--- src/rtl/uart_rx_os.sv ---
// Oversampling UART receiver: synchronised rx, internal baud tick, mid-bit sampling,
// start-glitch rejection and separate parity, framing and break reporting.
module uart_rx_os #(
    parameter int    DATA_BITS  = 8,
    parameter string PARITY_BIT = "none",
    parameter int    STOP_BITS  = 1,
    parameter int    OVERSAMPLE = 16,
    parameter int    DIV_WIDTH  = 16
) (
    input  logic                 clk,
    input  logic                 rst,
    input  logic [DIV_WIDTH-1:0] baud_div,
    input  logic                 rx,
    output logic [DATA_BITS-1:0] rx_data,
    output logic                 rx_data_valid,
    output logic                 rx_parity_error,
    output logic                 rx_frame_error,
    output logic                 rx_break,
    output logic                 rx_busy
);
    localparam bit HAS_PAR = (PARITY_BIT != "none");
    localparam bit PAR_ODD = (PARITY_BIT == "odd");
    localparam int BC_MAX  = (DATA_BITS > STOP_BITS) ? DATA_BITS : STOP_BITS;
    localparam int BC_W    = $clog2(BC_MAX + 1);
    localparam int OS_W    = $clog2(OVERSAMPLE);
    localparam logic [OS_W-1:0] OS_MID    = OS_W'(OVERSAMPLE / 2 - 1);
    localparam logic [OS_W-1:0] OS_END    = OS_W'(OVERSAMPLE - 1);
    localparam logic [BC_W-1:0] DATA_LAST = BC_W'(DATA_BITS - 1);
    localparam logic [BC_W-1:0] STOP_LAST = BC_W'(STOP_BITS - 1);

    // state | meaning: IDLE line idle | START confirm start at mid-bit | DATA, PARITY, STOP
    // sample one bit per OVERSAMPLE ticks | WAIT_HIGH hold until a low line is released
    typedef enum logic [2:0] {IDLE, START, DATA, PARITY, STOP, WAIT_HIGH} state_t;

    state_t               state;
    logic [1:0]           sync;
    logic                 rx_s;
    logic [DIV_WIDTH-1:0] div_cnt;
    logic [DIV_WIDTH-1:0] div_latched;
    logic [OS_W-1:0]      os_cnt;
    logic [BC_W-1:0]      bit_cnt;
    logic [DATA_BITS-1:0] frame;
    logic                 par_bit;
    logic                 stop_err;
    logic                 stop_one;
    logic                 tick;
    logic                 sample_pt;
    logic                 stop_err_n;
    logic                 stop_one_n;
    logic                 par_bad;
    logic                 is_break;

    assign rx_s       = sync[1];
    assign tick       = (div_cnt == div_latched);
    assign sample_pt  = tick && (os_cnt == OS_END);
    assign stop_err_n = stop_err | ~rx_s;
    assign stop_one_n = stop_one | rx_s;
    assign par_bad    = HAS_PAR && (par_bit != ((^frame) ^ PAR_ODD));
    assign is_break   = (frame == '0) && !(HAS_PAR && par_bit) && !stop_one_n;
    assign rx_busy    = (state != IDLE);

    always_ff @(posedge clk or posedge rst) begin
        if (rst) sync <= 2'b11;
        else     sync <= {sync[0], rx};
    end

    always_ff @(posedge clk or posedge rst) begin
        if (rst) begin
            state           <= IDLE;
            div_cnt         <= '0;
            div_latched     <= '0;
            os_cnt          <= '0;
            bit_cnt         <= '0;
            frame           <= '0;
            par_bit         <= 1'b0;
            stop_err        <= 1'b0;
            stop_one        <= 1'b0;
            rx_data         <= '0;
            rx_data_valid   <= 1'b0;
            rx_parity_error <= 1'b0;
            rx_frame_error  <= 1'b0;
            rx_break        <= 1'b0;
        end else begin
            rx_data_valid   <= 1'b0;
            rx_parity_error <= 1'b0;
            rx_frame_error  <= 1'b0;
            rx_break        <= 1'b0;
            if (state != IDLE && state != WAIT_HIGH)
                div_cnt <= tick ? '0 : div_cnt + DIV_WIDTH'(1);
            // After the start bit, os_cnt wraps once per bit so samples stay at mid-bit.
            if ((state == DATA || state == PARITY || state == STOP) && tick)
                os_cnt <= sample_pt ? '0 : os_cnt + OS_W'(1);
            case (state)
                IDLE: begin
                    div_cnt <= '0;
                    os_cnt  <= '0;
                    if (!rx_s) begin
                        div_latched <= baud_div;
                        state       <= START;
                    end
                end
                START: if (tick) begin
                    if (os_cnt == OS_MID) begin
                        if (rx_s) begin
                            state <= IDLE;
                        end else begin
                            os_cnt   <= '0;
                            bit_cnt  <= '0;
                            stop_err <= 1'b0;
                            stop_one <= 1'b0;
                            state    <= DATA;
                        end
                    end else begin
                        os_cnt <= os_cnt + OS_W'(1);
                    end
                end
                DATA: if (sample_pt) begin
                    frame <= {rx_s, frame[DATA_BITS-1:1]};
                    if (bit_cnt == DATA_LAST) begin
                        bit_cnt <= '0;
                        state   <= HAS_PAR ? PARITY : STOP;
                    end else begin
                        bit_cnt <= bit_cnt + BC_W'(1);
                    end
                end
                PARITY: if (sample_pt) begin
                    par_bit <= rx_s;
                    bit_cnt <= '0;
                    state   <= STOP;
                end
                STOP: if (sample_pt) begin
                    stop_err <= stop_err_n;
                    stop_one <= stop_one_n;
                    if (bit_cnt != STOP_LAST) begin
                        bit_cnt <= bit_cnt + BC_W'(1);
                    end else if (is_break) begin
                        rx_break <= 1'b1;
                        state    <= WAIT_HIGH;
                    end else if (stop_err_n) begin
                        rx_frame_error  <= 1'b1;
                        rx_parity_error <= par_bad;
                        state           <= WAIT_HIGH;
                    end else if (par_bad) begin
                        rx_parity_error <= 1'b1;
                        state           <= IDLE;
                    end else begin
                        rx_data       <= frame;
                        rx_data_valid <= 1'b1;
                        state         <= IDLE;
                    end
                end
                WAIT_HIGH: if (rx_s) state <= IDLE;
                default: state <= IDLE;
            endcase
        end
    end
endmodule
--- config.mk ---
export PLATFORM = sky130hd
export DESIGN_NAME = uart_rx_os
export DESIGN_NICKNAME = d
export VERILOG_FILES = /design/src/rtl/uart_rx_os.sv
export SDC_FILE = /design/constraint.sdc
export NUM_CORES = 1
export LEC_CHECK = 0
export CAP_MARGIN = 10
export CORE_UTILIZATION = 60
export DETAILED_ROUTE_END_ITERATION = 8
export PLACE_DENSITY_LB_ADDON = 0.2
export SLEW_MARGIN = 10
export SYNTH_ARGS = -nofsm -noshare
export SYNTH_HDL_FRONTEND = slang
export SYNTH_SLANG_ARGS = --single-unit
--- constraint.sdc ---
create_clock -name clk -period 7.4 [get_ports clk]
set_input_delay 2.22 -clock clk [delete_from_list [all_inputs] [get_ports clk]]
set_output_delay 2.22 -clock clk [all_outputs]
set_load 0.005 [all_outputs]
==> flow_metrics.tcl <==
set metrics [dict create \
    status "finished clean" \
    mostFrequentLayoutCells "dfrtp_1, nor2_1, mux2_2" \
    ir_drop_mv 0.1502 \
    fin_setup_tns_ns 0 \
    via_per_inst 5.984 \
    async_flop_share_pct 100.0 \
    critPathMaxStageDelay_ns 0.81 \
    synth_top_cell_area_share_pct 46.73 \
    hold_viol_final 0 \
    drt_pass1_iterations 4 \
    holdCritStartpoint "sync[0]" \
    r2r_slack_ns 4.42 \
    holdWs_ns 0.3633 \
    gp_congestion 0.8297 \
    vias 2585 \
    ys_seq_area_share_pct 48.27 \
    grt_antenna_before_repair 0 \
    clockBufferDepth 2 \
    postRouteAntennaNets 0 \
    powerDensity_nw_per_um2 198.2 \
    htreeDepth 3 \
    path_buf_inv 1 \
    drt_wl_total_um 6938 \
    ys_types 50 \
    slowest_stage "dfrtp_1" \
    rsz0062_at_grt "false" \
    end_kind "output port" \
    ys.flop_type "dfrtp_1" \
    port_buffers 30 \
    worstPathRequired_ns 5.18 \
    drive_above_1_share_pct 16.94 \
    cts.sinks 66 \
    critPathArrivalTime_ns 2.15 \
    track_usage_pct 25.44 \
    synth_edf_count 0 \
    r2r_end "div_cnt[14]" \
    regToRegStartpoint "div_cnt[2]" \
    first_global_vias 2553 \
    worstSetupStartpointType "flop" \
    coreArea_um2 5507 \
    period_share_pct 59.07 \
    ff2ff_path_depth 6 \
    hold_end "sync[1]" \
    dieHeight_um 77.58 \
    die_w_um 77.58 \
    layout_min_cycle_time_ns 4.371 \
    finish.cell_count_without_fillers 432 \
    hold_class "flop to flop" \
    crit_type "flop to output port" \
    worstSkewPairLatency_ns 0.35 \
    cp_top_family "flip-flops" \
    flow.area_growth_from_synthesis_pct 15.55 \
    yosysWarnings 0 \
    ys_ff_latch 66 \
    cts_tree "built" \
    maxSlewHeadroom_pct 23.71 \
    post_synth.cell_area_avg_um2 10.35 \
    min_path_cells 0 \
    fp.dieArea_um2 6018 \
    hold_buffers 0 \
    dp.cells 416 \
    grt_pass1_wl_um 11700 \
    syn_inst 331 \
    postCtsResizedCells 0 \
    cts_buffers 9 \
    final_common_cell "dfrtp_1" \
    wl_per_cell_um 16.06 \
    floorplan.initialDensity_pct 62.24 \
    path_clk_slew_ns 0.08 \
    cp_cell_sequence "nor2_1, nand2_1, clkdlybuf4s50_1" \
    grt_max_degree 67 \
    grt_overflow 0 \
    synth.cell_area_um2 3427 \
    cts_setup_buffers 0 \
    leakagePower_nw 1.745 \
    setup_viol 0 \
    layout.nets 378 \
    dp_hpwl_um 4602 \
    drt_iter0_markers 278 \
    synth_area_leaders "dfrtp_1, mux2_2, xor2_1" \
    synth_top_cell_by_area "dfrtp_1" \
    worst_pin_slew_ns 1.144 \
    cts_root_buffer "clkbuf_8" \
    ios 32 \
    max_freq_ghz 0.2288 \
    diodes 0 \
    maxCapViolCount 0 \
    drv_slew 0 \
    row_count 27 \
    clock_skew_ns 0.01169 \
    syn_nets 354 \
    crit_fanout 26 \
    drc_errors 0 \
]
==> how the worst max path moves through the flow <==
stage	startpoint	to	slack [ns]	depth (start not counted)
2_1_floorplan	rst	bit_cnt[0]	3.53	1
3_3_place_gp	state[2]	rx_busy	3.46	3
3_5_place_dp	state[2]	rx_busy	3.41	3
4_1_cts	state[2]	rx_busy	3.03	3
5_1_grt	state[2]	rx_busy	2.89	3
6_report	state[2]	rx_busy	3.03	3
==> routing by layer <==
metal,vias up,GRT usage (%),wire [µm]
li1,1231,-,-
met1,1262,34.07,3130
met2,79,39.03,3305
met3,13,5.882,395
met4,0,12.45,107
met5,-,0,0
==> cell type report <==
type / count / area, µm²
Clock buffer: 9 / 123.9
Inverter: 8 / 30.03
Multi-Input combinational cell: 238 / 1653
Tap cell: 72 / 90.09
Fill cell: 404 / 1546
Sequential cell: 66 / 1654
Timing Repair Buffer: 32 / 315.3
Clock inverter: 7 / 93.84
==> synthesized netlist by cell type, drive strengths merged, types with 2 or more instances <==
master   n
xor2    25
nor2    31
dfrtp   64
nand4    7
nand3   14
and3     5
a21boi   2
mux2    31
o211a    2
dfstp    2
o21ai   13
mux2i    2
xnor2    4
buf      8
a32o     3
nor4     8
nor2b    4
and4     2
o31ai    4
clkbuf  11
o22ai    4
a211oi   2
nand2b   7
nand2   22
inv      8
o211ai   2
a21oi   13
a22oi    3
a31oi    3
ha       4
o32ai    2
nand3b   3
nor3     7
==> report_power, final <==
part | switching, mW | internal [mW]
Clock | 0.146 | 0.189
Sequential | 0.0212 | 0.376
Combinational | 0.0255 | 0.0280
Total | 0.192 | 0.592
==> flip-flops by register name, indices dropped and copies added (netlist names), 2 cells and up <==
register / flops
rx_data: 8
state: 3
div_latched: 16
div_cnt: 16
os_cnt: 4
frame: 8
sync: 2
bit_cnt: 4
==> per-stage QoR <==
step	utilization, %	worst slack, ns	cell area [µm²]	total power [mW]
final	71.92	3.029	3960	0.7849
after global routing	71.92	2.892	3960	0.8115
after CTS	71.92	3.031	3960	0.7886
after detailed placement	67.96	3.414	3742	0.4570
after global placement	67.96	3.457	3742	0.4541
after floorplan	-	3.529	3427	0.4368
==> kinds of logic (layout without fill, tap and decap cells) <==
family                     Yosys count  in the layout  synth area share [%]
buffers and inverters               27             56                 3.505
xor gates and xnor gates            29             29                 7.411
other                                1              1                0.1094
adders and majority gates            4              4                 1.460
and+or+nand+nor                    115            115                 17.82
DFF                                 66             66                 48.27
muxes                               33             33                 10.77
AOI/OAI and AO/OA                   56             56                 10.66
==> worst reg2reg max path, stage by stage, from the launching register on <==
cell	delay, ns
dfrtp_1	0.46
xor2_1	0.19
nor4_1	0.51
and4_2	0.57
nor2_1	0.08
o22ai_1	0.89
nor2_1	0.13
Note: power is estimated with default switching activity, not from simulation.
